### src/rtl/guess_pkg.sv
// Shared types and constants for the guess-entry front end and the hint comparator.
package guess_pkg;

  localparam int BCD_MAX    = 9;
  localparam int NUM_DIGITS = 3;

  typedef logic [3:0] digit_t;

  typedef enum logic [1:0] {
    EDIT     = 2'd0,
    FIRE     = 2'd1,
    WAIT_REL = 2'd2
  } entry_state_t;

  function automatic digit_t bcd_inc(input digit_t d);
    return (d >= digit_t'(BCD_MAX)) ? digit_t'(0) : d + digit_t'(1);
  endfunction

endpackage

### src/rtl/guess_entry_btn_conditioner.sv
// Pushbutton conditioner: 2-flop synchronizer, optional debounce (GUESS_ENTRY_DEBOUNCE_EN),
// and a registered rising-edge press pulse.
module btn_conditioner #(
  parameter int DEBOUNCE_CYCLES = 250000
) (
  input  logic clk,
  input  logic rst_n,
  input  logic raw,
  output logic level,
  output logic press
);

  if (DEBOUNCE_CYCLES < 1) begin : g_cfg_check
    $error("DEBOUNCE_CYCLES must be at least 1");
  end

  logic [1:0] sync_q;
  logic       clean;
  logic       prev_q;
  logic       press_q;

  always_ff @(posedge clk or negedge rst_n) begin
    if (!rst_n) begin
      sync_q <= '0;
    end else begin
      sync_q <= {sync_q[0], raw};
    end
  end

`ifdef GUESS_ENTRY_DEBOUNCE_EN
  localparam int CW = $clog2(DEBOUNCE_CYCLES + 1);

  logic [CW-1:0] cnt_q;
  logic          clean_q;

  // Counter runs only while the synchronized input disagrees with the clean level.
  always_ff @(posedge clk or negedge rst_n) begin
    if (!rst_n) begin
      cnt_q   <= '0;
      clean_q <= 1'b0;
    end else if (sync_q[1] != clean_q) begin
      if (cnt_q == CW'(DEBOUNCE_CYCLES - 1)) begin
        clean_q <= sync_q[1];
        cnt_q   <= '0;
      end else begin
        cnt_q <= cnt_q + CW'(1);
      end
    end else begin
      cnt_q <= '0;
    end
  end

  assign clean = clean_q;
`else
  assign clean = sync_q[1];
`endif

  always_ff @(posedge clk or negedge rst_n) begin
    if (!rst_n) begin
      prev_q  <= 1'b0;
      press_q <= 1'b0;
    end else begin
      prev_q  <= clean;
      press_q <= clean & ~prev_q;
    end
  end

  assign level = clean;
  assign press = press_q;

endmodule

### src/rtl/guess_entry.sv
// Three-digit BCD guess entry with cursor and submit pulse; optional debounce via
// macro GUESS_ENTRY_DEBOUNCE_EN.
module guess_entry
  import guess_pkg::*;
#(
  parameter int DEBOUNCE_CYCLES = 250000
) (
  input  logic         clk,
  input  logic         restart,
  input  logic         btn_inc,
  input  logic         btn_next,
  input  logic         btn_confirm,
  input  logic [1:0]   Max_digit,
  output digit_t       key0,
  output digit_t       key1,
  output digit_t       key2,
  output logic [1:0]   cursor,
  output logic         confirmButton,
  output entry_state_t state_dbg
);

  logic inc_press, next_press, conf_press;
  logic inc_level, next_level, conf_level;

  btn_conditioner #(.DEBOUNCE_CYCLES(DEBOUNCE_CYCLES)) u_cond_inc (
    .clk(clk), .rst_n(restart), .raw(btn_inc), .level(inc_level), .press(inc_press)
  );

  btn_conditioner #(.DEBOUNCE_CYCLES(DEBOUNCE_CYCLES)) u_cond_next (
    .clk(clk), .rst_n(restart), .raw(btn_next), .level(next_level), .press(next_press)
  );

  btn_conditioner #(.DEBOUNCE_CYCLES(DEBOUNCE_CYCLES)) u_cond_conf (
    .clk(clk), .rst_n(restart), .raw(btn_confirm), .level(conf_level), .press(conf_press)
  );

  entry_state_t state_q, state_d;
  digit_t       key_q [NUM_DIGITS];
  digit_t       key_d [NUM_DIGITS];
  logic [1:0]   cursor_q, cursor_d;
  logic         confirm_q;

  always_ff @(posedge clk or negedge restart) begin
    if (!restart) begin
      state_q   <= EDIT;
      cursor_q  <= 2'd0;
      confirm_q <= 1'b0;
      for (int i = 0; i < NUM_DIGITS; i++) key_q[i] <= '0;
    end else begin
      state_q   <= state_d;
      cursor_q  <= cursor_d;
      confirm_q <= (state_d == FIRE);
      for (int i = 0; i < NUM_DIGITS; i++) key_q[i] <= key_d[i];
    end
  end

  always_comb begin
    state_d  = state_q;
    cursor_d = cursor_q;
    for (int i = 0; i < NUM_DIGITS; i++) key_d[i] = key_q[i];

    if (Max_digit == 2'd0) begin
      state_d = EDIT;
    end else begin
      unique case (state_q)
        EDIT: begin
          // One event per cycle: confirm beats next beats inc.
          if (conf_press) begin
            state_d = FIRE;
          end else if (next_press) begin
            cursor_d = (cursor_q == Max_digit - 2'd1) ? 2'd0 : cursor_q + 2'd1;
          end else if (inc_press) begin
            for (int i = 0; i < NUM_DIGITS; i++) begin
              if (int'(cursor_q) == i) key_d[i] = bcd_inc(key_q[i]);
            end
          end
        end
        FIRE:     state_d = WAIT_REL;
        WAIT_REL: if (!conf_level) state_d = EDIT;
        default:  state_d = EDIT;
      endcase
    end

    // Digits and cursor outside the active width are cleared regardless of events.
    for (int i = 0; i < NUM_DIGITS; i++) begin
      if (i >= int'(Max_digit)) key_d[i] = '0;
    end
    if (cursor_d >= Max_digit) cursor_d = 2'd0;
  end

  // Levels of inc/next are only needed for their press pulses.
  logic unused_levels;
  assign unused_levels = inc_level ^ next_level;

  assign key0          = key_q[0];
  assign key1          = key_q[1];
  assign key2          = key_q[2];
  assign cursor        = cursor_q;
  assign confirmButton = confirm_q;
  assign state_dbg     = state_q;

endmodule

### config.mk
export PLATFORM = sky130hd
export DESIGN_NAME = guess_entry
export DESIGN_NICKNAME = d
export VERILOG_FILES = /design/src/rtl/guess_pkg.sv /design/src/rtl/guess_entry_btn_conditioner.sv /design/src/rtl/guess_entry.sv
export SDC_FILE = /design/constraint.sdc
export NUM_CORES = 1
export LEC_CHECK = 0
export CAP_MARGIN = 20
export CORE_ASPECT_RATIO = 1.2
export CORE_MARGIN = 1.5
export CORE_UTILIZATION = 47
export DETAILED_ROUTE_END_ITERATION = 8
export GPL_TIMING_DRIVEN = 0
export PLACE_DENSITY = 0.74
export SLEW_MARGIN = 0
export SYNTH_ARGS = -nofsm -noshare
export SYNTH_HDL_FRONTEND = slang
export SYNTH_SLANG_ARGS = --single-unit
### constraint.sdc
create_clock -name clk -period 1.87 [get_ports clk]
set_input_delay 0.374 -clock clk [delete_from_list [all_inputs] [get_ports clk]]
set_output_delay 0.374 -clock clk [all_outputs]
set_load 0.005 [all_outputs]
==> load_flow_metrics.sql, run 1 <==
INSERT INTO impl_metrics (metric_group, metric, value, unit) VALUES
('status', 'run_status', 'complete, no violations', ''),
('synth', 'post_synth.cell_area_avg', '10.79', 'um^2'),
('sta', 'fmax', '0.5455', 'GHz'),
('final_layout', 'fin_util', '64.58', '%'),
('global_routing', 'first_global_vias', '1208', ''),
('sta', 'rsz0062_at_grt', 'true', ''),
('job', 'max-cap-violations', '0', ''),
('clocking', 'cts_root_buffer', 'clkbuf_4', ''),
('clocking', 'htree_levels', '2', ''),
('drt', 'route.antenna.remaining_nets', '0', ''),
('power', 'power_density', '744.6', 'nW/um^2'),
('synth', 'postSynthNetCount', '163', ''),
('critical_path', 'timing.critical_path.to', 'cursor[1]', ''),
('final_layout', 'n_antenna_cell', '0', ''),
('drt', 'drc', '0', ''),
('synth', 'ys.warnings.count', '0', ''),
('sta', 'post-route-period-util', '98.04', '%'),
('clocking', 'clock_path_buffers', '2', ''),
('synth', 'yosys.cell_count.top_type', 'dfrtp_1', ''),
('clocking', 'cts.clk_slew.worst_paths', '90', 'ps'),
('final_layout', 'fin_nets', '200', ''),
('final_layout', 'areaGrowthSynthToFinish', '31.53', '%'),
('die', 'chipWidth', '54.58', 'um'),
('critical_path', 'critical_path.startpoint', 'state_dbg[1]', ''),
('die', 'initial_core_utilization', '49.10', '%'),
('power', 'total_leakage_power', '0.0008697', 'uW'),
('clocking', 'cts_tree', 'built', ''),
('die', 'chipHeight', '64.89', 'um'),
('synth', 'synth_common_cells', 'dfrtp_1, ha_1, inv_1', ''),
('clocking', 'clkSinkCount', '29', ''),
('critical_path', 'data_required_time_at_the_worst_endpoint', '2120', 'ps'),
('clocking', 'clock_latency_late_sink', '320', 'ps'),
('sta', 'report.final.hold_viol_count', '0', ''),
('critical_path', 'arrival', '2080', 'ps'),
('sta', 'setup-violations-final', '0', ''),
('place', 'global_placement_routability_congestion', '0.8346', ''),
('critical_path', 'critical_path_class', 'reg -> reg', ''),
('drt', 'num_vias', '1152', ''),
('critical_path', 'crit_path_end_kind', 'flip-flop', ''),
('synth', 'synth.cell_area', '1500', 'um^2'),
('die', 'boundaryPins', '24', ''),
('synth', 'yosysTopAreaCellShare', '48.37', '%'),
('global_routing', 'global_route.overflow_total', '0', ''),
('critical_path', 'timing.critical_path.from_type', 'flip-flop', ''),
('power', 'worst_ir_drop_vdd', '0.6361', 'mV'),
('sta', 'maxSlewHeadroom', '53.69', '%'),
('clocking', 'postCtsHoldBufs', '0', ''),
('drt', 'drtIter0Drc', '22', ''),
('clocking', 'cts-buffers-inserted', '5', ''),
('global_routing', 'initial_antenna_violation_count', '0', ''),
('place', 'place_hpwl', '2136', 'um'),
('sta', 'setup_clock_skew_after_layout', '5.585', 'ps'),
('sta', 'fin_setup_tns', '0', 'ps'),
('synth', 'ys.flop_type', 'dfrtp_1', ''),
('sta', 'drv_slew', '0', ''),
('drt', 'detailedRoute.firstPassIterationCount', '4', ''),
('synth', 'ys_top_cells_by_area', 'dfrtp_1, ha_1, nand3_1', ''),
('synth', 'edff_count_synth', '0', ''),
('critical_path', 'worst-r2r-cell-count', '7', ''),
('global_routing', 'wire_length_of_the_first_global_routing_pass', '5030', 'um'),
('global_routing', 'grt_start_max_net_pins', '17', ''),
('die', 'row_count', '22', ''),
('critical_path', 'timing.reg2reg.setup_slack', '40', 'ps'),
('drt', 'detail_route.wirelength', '2849', 'um'),
('synth', 'cell_type_with_the_highest_aggregate_area_in_the_netlist', 'dfrtp_1', ''),
('global_routing', 'grt_util_all_layers', '19.53', '%'),
('drt', 'avgViaCountPerCell', '5.408', ''),
('sta', 'worst_pin_slew', '692.5', 'ps'),
('critical_path', 'rr_endpoint', 'cursor[1]', ''),
('die', 'die_area', '3541', 'um^2'),
('synth', 'synth_seq_area_share', '48.37', '%'),
('drt', 'post_detailed_route_wirelength_per_cell', '13.38', 'um'),
('critical_path', 'regToRegStartpoint', 'state_dbg[1]', ''),
('worst_hold_path', 'hp-class', 'reg -> reg', ''),
('final_layout', 'final_layout_size_suffix_gt1_share', '18.08', '%'),
('critical_path', 'critical_path_peak_fanout', '2', ''),
('sta', 'period_needed', '1833', 'ps'),
('die', 'floorplan.core_area', '3055', 'um^2'),
('synth', 'synth_async_sr_flop_share', '100.0', '%'),
('synth', 'synth_cells', '139', ''),
('place', 'placement.io_buffers', '23', ''),
('synth', 'synth.ff_latch_count', '29', ''),
('synth', 'synth_cell_types', '32', '');
-- sequential cells by signal (all words and copies together), names as in the netlist, 2 cells and up --
signal              flops
key0                    4
key1                    4
key2                    4
cursor                  2
state_dbg               2
u_cond_conf.sync_q      2
u_cond_inc.sync_q       2
u_cond_next.sync_q      2
-- cell type report --
type | count | area [um^2]
fillers | 240 | 1082
multi-input cells | 96 | 752.0
flip-flops and latches | 29 | 728.2
repair buffers | 31 | 312.8
clock buffers | 7 | 65.06
inverters | 12 | 60.06
well taps | 36 | 45.04
clock inverters | 1 | 5.005
plain buffers | 1 | 5.005
-- critical path: stages, from the launching register on --
cell,delay (ps)
dfrtp_2,430
nor4_4,300
nand2_2,110
mux2i_2,220
ha_1,260
nand2b_4,140
a21o_1,200
nor3_2,100
-- worst min-delay path by stage --
stage | slack (ps) | endpoint | start | cells after the start
global route | 370 | u_cond_next.sync_q[1] | u_cond_next.sync_q[0] | 0
global placement | 330 | u_cond_conf.sync_q[1] | u_cond_conf.sync_q[0] | 0
detailed placement | 340 | u_cond_next.sync_q[1] | u_cond_next.sync_q[0] | 0
finish | 360 | u_cond_conf.sync_q[1] | u_cond_conf.sync_q[0] | 0
CTS | 370 | u_cond_next.sync_q[1] | u_cond_next.sync_q[0] | 0
floorplan | 80 | confirmButton | restart | 0
-- cell families (layout without fill, tap and decap cells) --
logic type                 after synthesis  in the layout  synth area share (%)
xor gates and xnor gates                 2              2                 1.168
buffers and inverters                   14             52                 3.586
AOI/OAI and AO/OA                       24             24                 9.925
and+or+nand+nor                         50             50                 20.77
muxes                                    3              3                 2.002
DFF                                     29             29                 48.37
adders and majority gates               17             17                 14.18
-- placed cells by master (no fill, tap or decap), types with 4 or more instances in the layout --
cell	count
dfrtp_1	27
clkdlybuf4s50_1	21
ha_1	16
inv_1	10
nand3_1	9
a21oi_1	8
nor2_1	7
buf_4	7
nand2b_1	5
nand2_1	5
o21ai_0	5
clkbuf_4	5
nor2b_1	4
-- layer usage --
layer | global-route usage, % | wire [um] | up-vias
met1 | 21.87 | 1120 | 554
met4 | 10.31 | 91 | 0
li1 | - | - | 561
met5 | 0 | 0 | -
met2 | 32.68 | 1514 | 28
met3 | 5.069 | 123 | 9
-- metrics by stage --
stage	cells	total power (uW)	cell area, um^2	worst slack (ps)	hold WS [ps]
after floorplan	139	875.8	1538	-220.3	78.41
after global placement	198	983.4	1813	-1116	334.5
after detailed placement	199	1010	1841	-1175	337.2
after CTS	211	1469	1946	-0.7230	368.6
after global routing	213	1562	1973	-52.88	371.3
final	213	1469	1973	36.68	362.8
-- what timing repair did --
| item | in CTS | in global routing |
|---|---|---|
| endpoints found under the setup margin | 10 | 2 |
| pin swaps | 3 | 4 |
| resized for setup | 15 | 5 |
| buffers inserted | 4 | 3 |
-- where the power goes --
part	total, uW	internal (uW)	switching, uW	leakage, uW
Combinational	328	181	147	0.000458
Sequential	711	665	46.4	0.000371
Clock	430	218	212	0.0000413
Total	1470	1060	406	0.000870
Note: power is estimated with default switching activity, not from simulation.
==> inputs of run 2 (changes only) <==
--- a/config.mk
+++ b/config.mk
@@ -11,7 +11,7 @@
 export CORE_UTILIZATION = 47
 export DETAILED_ROUTE_END_ITERATION = 8
 export GPL_TIMING_DRIVEN = 0
-export PLACE_DENSITY = 0.74
+export PLACE_DENSITY = 0.77
 export SLEW_MARGIN = 0
 export SYNTH_ARGS = -nofsm -noshare
 export SYNTH_HDL_FRONTEND = slang
==> run 2 against run 1 <==
Sequential share of layout area shrank 0.24 points. Via count grew 2.6%. Register-to-register slack lost 30 ps. First-iteration DRC count grew 95%. Worst setup slack lost 27 ps. Die area is the same. Hold slack gained 2.3 ps. Cell count is the same. Design area grew 0.82%. Critical path type unchanged. Critical endpoint unchanged. Largest cell class unchanged. Largest power group unchanged.
==> load_flow_metrics.sql, run 2 (synthesis results as in run 1) <==
INSERT INTO impl_metrics (metric_group, metric, value, unit) VALUES
('power', 'power_density', '746.6', 'nW/um^2'),
('clocking', 'cts-buffers-inserted', '5', ''),
('sta', 'period_needed', '1860', 'ps'),
('place', 'place_hpwl', '2051', 'um'),
('sta', 'rsz0062_at_grt', 'true', ''),
('final_layout', 'fin_nets', '200', ''),
('die', 'initial_core_utilization', '49.10', '%'),
('clocking', 'cts_root_buffer', 'clkbuf_4', ''),
('clocking', 'htree_levels', '2', ''),
('clocking', 'clock_latency_late_sink', '340', 'ps'),
('critical_path', 'arrival', '2110', 'ps'),
('final_layout', 'final_layout_size_suffix_gt1_share', '19.77', '%'),
('clocking', 'clock_path_buffers', '2', ''),
('die', 'boundaryPins', '24', ''),
('sta', 'drv_slew', '0', ''),
('sta', 'report.final.hold_viol_count', '0', ''),
('sta', 'post-route-period-util', '99.49', '%'),
('final_layout', 'fin_util', '65.11', '%'),
('clocking', 'clkSinkCount', '29', ''),
('sta', 'worst_setup_slack_final', '9.555', 'ps'),
('place', 'detailedPlace.worstSlack', '-1115', 'ps'),
('worst_hold_path', 'holdCritStartpoint', 'u_cond_next.sync_q[0]', ''),
('drt', 'avgViaCountPerCell', '5.549', ''),
('die', 'chipHeight', '64.89', 'um'),
('sta', 'fmax', '0.5375', 'GHz'),
('critical_path', 'worst-r2r-cell-count', '7', ''),
('sta', 'setup-violations-final', '0', ''),
('final_layout', 'fillerInstances', '230', ''),
('global_routing', 'grt_util_all_layers', '19.55', '%'),
('die', 'die_area', '3541', 'um^2'),
('critical_path', 'crit_path_end_kind', 'flip-flop', ''),
('place', 'global_placement_routability_congestion', '0.8331', ''),
('worst_hold_path', 'hold_end', 'u_cond_next.sync_q[1]', ''),
('critical_path', 'rr_endpoint', 'cursor[1]', ''),
('critical_path', 'data_required_time_at_the_worst_endpoint', '2120', 'ps'),
('die', 'floorplan.core_area', '3055', 'um^2'),
('final_layout', 'areaGrowthSynthToFinish', '32.61', '%'),
('power', 'worst_ir_drop_vdd', '0.5313', 'mV'),
('drt', 'detailedRoute.firstPassIterationCount', '4', ''),
('global_routing', 'first_global_vias', '1131', ''),
('global_routing', 'initial_antenna_violation_count', '0', ''),
('clocking', 'cts_tree', 'built', ''),
('power', 'total_leakage_power', '0.0008705', 'uW'),
('worst_hold_path', 'hold_depth', '0', ''),
('die', 'chipWidth', '54.58', 'um'),
('final_layout', 'mostFrequentLayoutCell', 'dfrtp_1', ''),
('drt', 'drc', '0', ''),
('die', 'row_count', '22', ''),
('sta', 'worst_pin_slew', '676.0', 'ps'),
('worst_hold_path', 'hp-class', 'reg -> reg', ''),
('final_layout', 'n_antenna_cell', '0', ''),
('drt', 'detail_route.wirelength', '2881', 'um'),
('drt', 'post_detailed_route_wirelength_per_cell', '13.53', 'um'),
('place', 'placement.io_buffers', '23', ''),
('critical_path', 'timing.reg2reg.setup_slack', '10', 'ps'),
('critical_path', 'critical_path_peak_fanout', '2', ''),
('global_routing', 'global_route.overflow_total', '0', ''),
('sta', 'finalHoldWorstSlack', '365.1', 'ps'),
('status', 'run_status', 'complete, no violations', ''),
('critical_path', 'critical_path_class', 'reg -> reg', ''),
('drt', 'route.antenna.remaining_nets', '0', ''),
('job', 'max-cap-violations', '0', ''),
('global_routing', 'wire_length_of_the_first_global_routing_pass', '4816', 'um'),
('drt', 'drtIter0Drc', '43', ''),
('drt', 'num_vias', '1182', ''),
('sta', 'maxSlewHeadroom', '54.79', '%'),
('global_routing', 'grt_start_max_net_pins', '17', ''),
('clocking', 'cts.clk_slew.worst_paths', '100', 'ps'),
('sta', 'setup_clock_skew_after_layout', '10.09', 'ps'),
('critical_path', 'regToRegStartpoint', 'state_dbg[1]', ''),
('critical_path', 'timing.critical_path.from_type', 'flip-flop', ''),
('final_layout', 'highest_count_cells_in_the_layout_ignoring_fill_and_taps', 'dfrtp_1, clkdlybuf4s50_1, ha_1, inv_1, nand3_1', '');
==> run 2: cell counts in the layout (fill, tap and decap cells not counted) <==
Identical to the previous run, type by type.
==> run 2: worst max-delay path by stage <==
stage / startpoint / to / slack, ps / depth (start not counted)
floorplan: Max_digit[1] / cursor[1] / -220 / 10
global placement: Max_digit[1] / cursor[1] / -1090 / 11
detailed placement: Max_digit[1] / cursor[1] / -1120 / 11
CTS: u_cond_conf.press / cursor[1] / -9 / 7
global route: state_dbg[1] / cursor[1] / -100 / 7
finish: state_dbg[1] / cursor[1] / 10 / 7
==> run 2: cell type report <==
cell class,instances,area (um^2),share of cell area (%)
multi-input combinational,96,759.5,38.18
sequential,29,729.5,36.67
timing repair buffer,31,320.3,16.10
clock buffer,7,65.06,3.270
inverter,12,60.06,3.019
tap,36,45.04,2.264
clock inverter,1,5.005,0.2516
buffer,1,5.005,0.2516
==> run 2: through the flow <==
step | std cells | TNS [ps] | total power, uW | area (um^2)
final | 213 | 0 | 1485 | 1989
after global placement | 198 | -6785 | 978.5 | 1813
after global routing | 213 | -186.3 | 1574 | 1989
after CTS | 212 | -8.835 | 1464 | 1939
after floorplan | 139 | -387.6 | 875.8 | 1538
after detailed placement | 199 | -7098 | 1001 | 1841
==> run 2: routing by layer <==
metal,GRT usage [%],share of wire [%]
met1,21.94,41
met2,31.33,53
met3,6.912,3.8
met4,10.63,2.2
met5,0,0
==> run 2: where the power goes <==
group	leakage [uW]	internal [uW]	switching, uW	total [uW]
registers	0.000369	665	48.2	713
logic	0.000460	187	146	333
clock network	0.0000413	218	222	439
total	0.000870	1070	416	1490
==> run 2: what timing repair did <==
action	in CTS	in global routing
pin swaps	2	4
hold buffers	0	0
cloned	0	0
endpoints found under the hold margin	0	0
resized for setup	11	16
setup endpoints to repair	10	3
setup buffers	5	2
==> run 2: critical path: stages (launching register included) <==
cell and delay, ps:
dfrtp_2 430, nor4_4 300, nand2_2 120, mux2i_2 240, ha_1 270, nand2b_4 130, a21o_1 170, nor3_2 110
